`config.mk`:
```
export PLATFORM = sky130hd
export DESIGN_NAME = mioc_gate_test_seq
export DESIGN_NICKNAME = d
export VERILOG_FILES = /design/src/rtl/mioc_gate_test_seq.sv
export SDC_FILE = /design/constraint.sdc
export NUM_CORES = 1
export LEC_CHECK = 0
export BUFFER_PORTS_ARGS = -buffer_cell sky130_fd_sc_hd__buf_4
export CAP_MARGIN = 30
export CORE_MARGIN = 4
export CORE_UTILIZATION = 48
export DETAILED_ROUTE_END_ITERATION = 16
export GPL_ROUTABILITY_DRIVEN = 0
export PLACE_DENSITY_LB_ADDON = 0.2
export SYNTH_ARGS = -nofsm -noshare
export SYNTH_HDL_FRONTEND = slang
export SYNTH_SLANG_ARGS = --single-unit
```
`constraint.sdc`:
```
create_clock -name clk -period 2.9 [get_ports clk]
set_clock_uncertainty 0.05 [all_clocks]
set_input_delay 0.435 -clock clk [delete_from_list [all_inputs] [get_ports clk]]
set_output_delay 0.435 -clock clk [all_outputs]
set_load 0.02 [all_outputs]
```
`src/rtl/mioc_gate_test_seq.sv`:
```
// Pattern sequencer for single-gate test structures: it walks all 2^N_IN input
// patterns, lets each one settle, checks the synchronized output and streams one record per pattern.
module mioc_gate_test_seq #(
    parameter int N_IN          = 2,
    parameter int SETTLE_CYCLES = 8,
    parameter int ERR_W         = N_IN + 1
) (
    input  logic                   clk,
    input  logic                   rst,
    input  logic                   start,
    input  logic                   abort,
    input  logic [(1<<N_IN)-1:0]   expected,
    output logic [N_IN-1:0]        dut_in,
    input  logic                   dut_z,
    output logic                   busy,
    output logic                   done,
    output logic                   pass,
    output logic [ERR_W-1:0]       err_count,
    output logic [(1<<N_IN)-1:0]   fail_mask,
    output logic                   res_valid,
    input  logic                   res_ready,
    output logic [N_IN-1:0]        res_pat,
    output logic                   res_z,
    output logic                   res_exp
);
    localparam int NPAT  = 1 << N_IN;
    localparam int CNT_W = (SETTLE_CYCLES > 2) ? $clog2(SETTLE_CYCLES) : 1;

    typedef enum logic [2:0] {
        S_IDLE, S_DRIVE, S_SETTLE, S_SAMPLE, S_REPORT, S_DONE
    } state_t;

    state_t           r_state, w_next;
    logic [N_IN-1:0]  r_pat;
    logic [CNT_W-1:0] r_cnt;
    logic [1:0]       r_sync;
    logic             w_z_s, w_last, w_hs, w_mismatch;

    assign w_z_s      = r_sync[1];
    assign w_last     = (r_pat == N_IN'(NPAT - 1));
    assign w_hs       = res_valid && res_ready;
    assign w_mismatch = (w_z_s != expected[r_pat]);
    assign busy       = (r_state != S_IDLE);
    assign done       = (r_state == S_DONE);

    // dut_z is asynchronous to clk.
    always_ff @(posedge clk or posedge rst) begin
        if (rst) r_sync <= '0;
        else     r_sync <= {r_sync[0], dut_z};
    end

    always_ff @(posedge clk or posedge rst) begin
        if (rst) r_state <= S_IDLE;
        else     r_state <= w_next;
    end

    always_comb begin
        w_next = r_state;
        if (abort) begin
            w_next = S_IDLE;
        end else begin
            case (r_state)
                S_IDLE:   if (start) w_next = S_DRIVE;
                S_DRIVE:  w_next = S_SETTLE;
                S_SETTLE: if (r_cnt == '0) w_next = S_SAMPLE;
                S_SAMPLE: w_next = S_REPORT;
                S_REPORT: if (w_hs) w_next = w_last ? S_DONE : S_DRIVE;
                S_DONE:   w_next = S_IDLE;
                default:  w_next = S_IDLE;
            endcase
        end
    end

    always_ff @(posedge clk or posedge rst) begin
        if (rst) begin
            dut_in    <= '0;
            pass      <= 1'b0;
            err_count <= '0;
            fail_mask <= '0;
            res_valid <= 1'b0;
            res_pat   <= '0;
            res_z     <= 1'b0;
            res_exp   <= 1'b0;
            r_pat     <= '0;
            r_cnt     <= '0;
        end else if (abort) begin
            // Partial err_count/fail_mask are kept for post-mortem.
            dut_in    <= '0;
            res_valid <= 1'b0;
            pass      <= 1'b0;
        end else begin
            case (r_state)
                S_IDLE: if (start) begin
                    err_count <= '0;
                    fail_mask <= '0;
                    pass      <= 1'b0;
                    r_pat     <= '0;
                end
                S_DRIVE: begin
                    dut_in <= r_pat;
                    r_cnt  <= CNT_W'(SETTLE_CYCLES - 1);
                end
                S_SETTLE: if (r_cnt != '0) r_cnt <= r_cnt - 1'b1;
                S_SAMPLE: begin
                    res_z     <= w_z_s;
                    res_exp   <= expected[r_pat];
                    res_pat   <= r_pat;
                    res_valid <= 1'b1;
                    if (w_mismatch) begin
                        err_count        <= err_count + 1'b1;
                        fail_mask[r_pat] <= 1'b1;
                    end
                end
                S_REPORT: if (w_hs) begin
                    res_valid <= 1'b0;
                    if (!w_last) r_pat <= r_pat + 1'b1;
                end
                S_DONE: pass <= (err_count == '0);
                default: ;
            endcase
        end
    end
endmodule

```
Word level (Yosys, flattened, before mapping)
Cells that the tools add are included.

word-level totals
  bits in registers = 25
  bits in latches = 0
  RAM bits = 0
  memory bits (read-only) = 0
  input bits = 10
  word-level logic and storage cells = 84
  memories = 0

cells by class
  add/subtract/negate cells = 3
  multiply operators = 0
  div/mod/pow operators = 0
  $lt $le $gt $ge = 2
  equality and inequality tests = 15
  shift-type cells = 0
  muxes and demuxes = 30
  bitwise gates (word level) = 2
  reduce and logical (&&, ||, !) cells = 20

operator list
  operator                                                    number
  two-way mux 3 bit                                           8
  case mux 3 bit (5 select lines)                             1
  case mux 3 bit (2 select lines)                             2
  nonzero test 3 bit                                          4
  two-way mux 2 bit                                           5
  != test 2 bit, second input constant                        5
  logical NOT 3 bit                                           3
  != test 3 bit, second input constant                        3
  two-way mux 4 bit                                           2
  case mux 4 bit (2 select lines)                             1
  nonzero test 2 bit                                          4
  equality test 3 x 2 -> 1 bit, second input constant         2
  equality test 3 bit, second input constant                  2
  two-way mux 1 bit                                           6
  AND reduction 2 bit                                         3
  AND reduction 3 bit                                         2
  AND reduction 5 bit                                         1
  bitwise OR 4 bit                                            1
  case mux 1 bit (2 select lines)                             2
  case mux 2 bit (2 select lines)                             1
  AND reduction 4 bit                                         1
  adder 3 x 1 -> 3 bit, second input constant                 1
  equality test 3 x 1 -> 1 bit, second input constant         1
  less-than comparator 2 x 3 -> 1 bit, second input constant  1
  9 further kinds                                             10

Depth between registers and ports, before layout
  word-level depth = 7
  mapped depth = 7

Least setup slack after synthesis
OpenSTA, ideal clock, no wires.

  kind = register -> register
  from = register r_pat[0]
  to = register err_count[2]
  library setup time = 0.131 ns
  arrival = 1.703 ns
  required time = 2.719 ns
  setup slack = 1.015 ns
  stages on the path, launching flop included = 5
  clock period less this slack = 1.885 ns
  cell sequence = dfrtp_1 -> mux4_2 -> xor2_4 -> and4_4 -> or3_1

between the ends
  longest elaborated chain between the ends = 5

RTL lines
  what                                     RTL line  RTL
  start, declared                          34        logic [N_IN-1:0] r_pat;
  start signal, assigned                   116       if (!w_last) r_pat <= r_pat + 1'b1;
  binary-select mux 1 bit (select 2 bit)   42        assign w_mismatch = (w_z_s != expected[r_pat]);
  two-way mux 1 bit (implied by the code)  42
  != test 1 bit                            42
  != test 2 bit (no line)                  n/a
  AND reduction 4 bit (no line)            n/a
  end signal, assigned                     110       err_count <= err_count + 1'b1;
  end, declared                            18        output logic [ERR_W-1:0] err_count,

Every way passes these cells. The select of a mux whose other input is x is not followed.
A chain may end at the register's enable or synchronous reset.

Worst setup path in the final report
Same ends and word-level chain as after synthesis.

==> impl_results.rst <==
.. list-table::
   :header-rows: 1

   * - Metric
     - Value
   * - Result of the run
     - finished clean
   * - Crit path max-delay cell type
     - sky130_fd_sc_hd__mux4_2
   * - Type of the worst min-delay path
     - in -> reg
   * - Worst hold path stage count
     - 1
   * - Post-synth EDFFs
     - 0
   * - Overflow left after global routing
     - 0
   * - # setup viols final
     - 0
   * - Highest net fanout along the worst path
     - 9
   * - Worst EP required
     - 3.06 ns
   * - Die Y
     - roughly 60 microns
   * - Top_reg_cell synth
     - sky130_fd_sc_hd__dfrtp_1
   * - WS Path Type
     - reg -> reg
   * - Period utilization
     - 70.4%
   * - Worst-case clock buffer depth
     - 2
   * - Count of distinct cell types in the synthesized netlist
     - 30
   * - Total negative slack
     - 0 ns
   * - Clock-pin transition on the worst setup and hold timing paths
     - about 0.14 ns
   * - Horizontal die dimension
     - a little over 60 microns
   * - Layout-stage area growth over the synthesis result
     - 18.6%
   * - Maximum number of pins on one net before global-route repair
     - 26
   * - Leading cell types in the layout, fill and taps excluded
     - sky130_fd_sc_hd__buf_4 (26), sky130_fd_sc_hd__dfrtp_1 (25), sky130_fd_sc_hd__nor2_1 (16), sky130_fd_sc_hd__inv_1 (10), sky130_fd_sc_hd__ha_1 (8)
   * - Length of the first detailed-routing pass in iterations
     - 4
   * - Share of cells above drive strength 1
     - about a quarter
   * - Average size of a mapped cell
     - about 10 sq um
   * - Tightest slew margin relative to the limit
     - ~37%
   * - Biggest area consumer among synthesized cells
     - sky130_fd_sc_hd__dfrtp_1
   * - Starting DRT DRC Count
     - 28
   * - Worst Hold Path EP
     - r_sync[0]
   * - Peak VDD IR
     - roughly 0.00043 V
   * - Worst-case reg-to-reg path depth
     - 4
   * - Number of sinks driven by the clock tree
     - 25
   * - Number of ports placed on the die boundary
     - 27
   * - Period minus WS final
     - just over 2 ns
   * - Slew at the pin with the worst max-slew slack
     - around 0.94 ns
   * - CTS Root Cell
     - sky130_fd_sc_hd__clkbuf_4
   * - Clock latency of the later-clocked register in the worst-skew pair
     - around 0.32 ns
   * - Count of port buffers added during placement
     - 26
   * - Sequential-to-total area share from yosys stat
     - a little under half
   * - Post-cts gate resize count
     - 0
   * - Cts-stage hold buffer count
     - 0
   * - Synthesis warning total
     - 0
   * - Final core utilization
     - between 60% and 70%
   * - Startpoint of the worst-slack reg-to-reg timing path
     - r_pat[0]
   * - Drt total wl
     - approximately 2500 microns
   * - Routed Antenna Nets
     - 0
   * - Routed vias
     - 1001
   * - Power density over the cells
     - about 490 nW/um^2
   * - Worst Setup Slack post-DPL
     - about 0.9 ns
   * - Worst-case setup margin in the final layout
     - 0.859 ns
   * - Endpoints failing hold
     - 0
   * - Count of final max-slew check failures
     - 0
   * - Setup Buffers After CTS
     - 0
   * - GR Util All Layers
     - between 10% and 20%
   * - Core ar.
     - 2540 sq um
   * - Antenna violations before repair
     - 0
   * - Proportion of synthesized flip-flops having asynchronous set or reset
     - 100%
   * - Commonest non-fill, non-tap cell in the layout
     - sky130_fd_sc_hd__buf_4
   * - Static Leak
     - around 0.76 nW
   * - CP Cell Sequence
     - mux4_2 -> xor2_4 -> a211oi_1 -> or3_1
   * - HP Start
     - dut_z
   * - Via count of the first global-routing pass
     - 961
   * - Max cap viols
     - 0
   * - Clock tree from TritonCTS
     - done
   * - Setup repair after global routing missed its margin
     - false
   * - Top cells by area, synth
     - sky130_fd_sc_hd__dfrtp_1 (47%), sky130_fd_sc_hd__ha_1 (7.6%), sky130_fd_sc_hd__mux2_2 (5.1%), sky130_fd_sc_hd__nor2_1 (4.6%), sky130_fd_sc_hd__inv_1 (2.8%)
   * - R2R setup slack
     - 0.86 ns
   * - Detailed placer's ending HPWL
     - 1860 microns
   * - Max Freq
     - 0.490 GHz
   * - Critical path capture point type
     - register
   * - # rows
     - 18
   * - First-pass GRT wire length
     - around 4400 microns
   * - Clock buffers created by TritonCTS
     - 3
   * - Hold Slack
     - 0.160 ns
   * - Synth Cell Area
     - between 1000 and 1500 sq um
   * - Post-synthesis cell count
     - 128
   * - N_diodes
     - 0
   * - Arrival time worst endpoint
     - between 2 and 2.5 ns
   * - Starting density of the core
     - between 50 and 60%
   * - Critical path startpoint category
     - register
   * - Avg Vias per Cell
     - between 5 and 6
   * - H-Tree Depth
     - 1
   * - Number of design rule violations left after detail routing
     - 0
   * - Average wire per cell in the routed design
     - around 14 microns
   * - Capture point of the worst reg-to-reg path
     - err_count[2]
   * - Number of flip-flops and latches in the synthesized netlist
     - 25
   * - Die ar.
     - between 3000 and 4000 sq um
   * - Post-Synthesis Net Count
     - between 100 and 150
   * - Largest stage delay on the critical path
     - just over 0.6 ns
   * - Share of the synthesized area in the top cell type
     - 47.5%
   * - Nets
     - approximately 170
-- cells by family after synthesis --
kind of cell / count (synthesis) / share of synthesized area, %
adders and majority gates: 8 / 7.60
xor gates and xnor gates: 2 / 2.75
buffers and inverters: 14 / 3.99
AOI/OAI and AO/OA: 24 / 11.6
DFF: 25 / 47.5
muxes: 10 / 9.12
and+or+nand+nor: 45 / 17.5
-- power breakdown --
group / internal [mW] / total, mW / switching, mW
Combinational: 0.0896 / 0.189 / 0.0995
Clock: 0.0517 / 0.159 / 0.107
Sequential: 0.384 / 0.420 / 0.0358
-- cells in the mapped netlist, drive strengths merged, types with 2 or more instances --
cell type and number:
nor2 16, nand3b 3, mux2 6, a31oi 5, mux2i 3, a22o 2
a21oi 5, a211oi 2, clkbuf 4, nor2b 4, inv 10, or3 2
ha 8, o21ai 7, and2 3, nor3 3, nor3b 3, dfrtp 25
nand2 7, nand3 2
-- critical path, delay by kind of cell, from the launching register on --
| kind | cells | cell delay [ns] |
|---|---|---|
| muxes | 1 | 0.61 |
| DFF | 1 | 0.54 |
| and+or+nand+nor | 1 | 0.35 |
| xor gates and xnor gates | 1 | 0.27 |
| AOI/OAI and AO/OA | 1 | 0.11 |
-- metal layers --
metal	routed length, microns	up-vias	part of all wire [%]	track usage, %
li1	-	497	-	-
met1	1200	473	47	23.7
met2	1150	27	46	23.9
met3	146	4	5.8	1.91
met4	29	0	1.1	4.75
met5	0	-	0	0
-- how the worst max path moves through the flow --
stage	from	end	slack [ns]	cells past startpoint
final	r_pat[0]	err_count[2]	0.86	4
after global routing	r_state[0]	done	0.76	3
after CTS	r_pat[0]	err_count[2]	0.88	4
after detailed placement	r_pat[0]	err_count[2]	0.89	4
after global placement	r_pat[0]	err_count[2]	0.94	4
after floorplan	r_pat[0]	err_count[2]	1.02	4
-- stage by stage --
step | std cells | area, sq um | power (mW)
floorplan | 128 | 1320 | 0.550
global placement | 180 | 1540 | 0.610
detailed placement | 180 | 1540 | 0.617
CTS | 184 | 1560 | 0.775
global route | 184 | 1560 | 0.816
finish | 184 | 1560 | 0.767
-- flip-flops by register name, summed over array words and instances, names as in the netlist --
register,flops
fail_mask,4
err_count,3
r_cnt,3
r_state,3
dut_in,2
r_pat,2
r_sync,2
res_pat,2
pass,1
res_exp,1
res_valid,1
res_z,1
-- final cells by class --
class                           count  area [sq um]
Clock inverter                      1          5.00
Multi-Input combinational cell     89           639
Fill cell                         221           982
Timing Repair Buffer               26           195
Inverter                           10          37.5
Sequential cell                    25           626
Tap cell                           30          37.5
Clock buffer                        3          22.5
No activity file was read; power rests on OpenSTA's default activity.
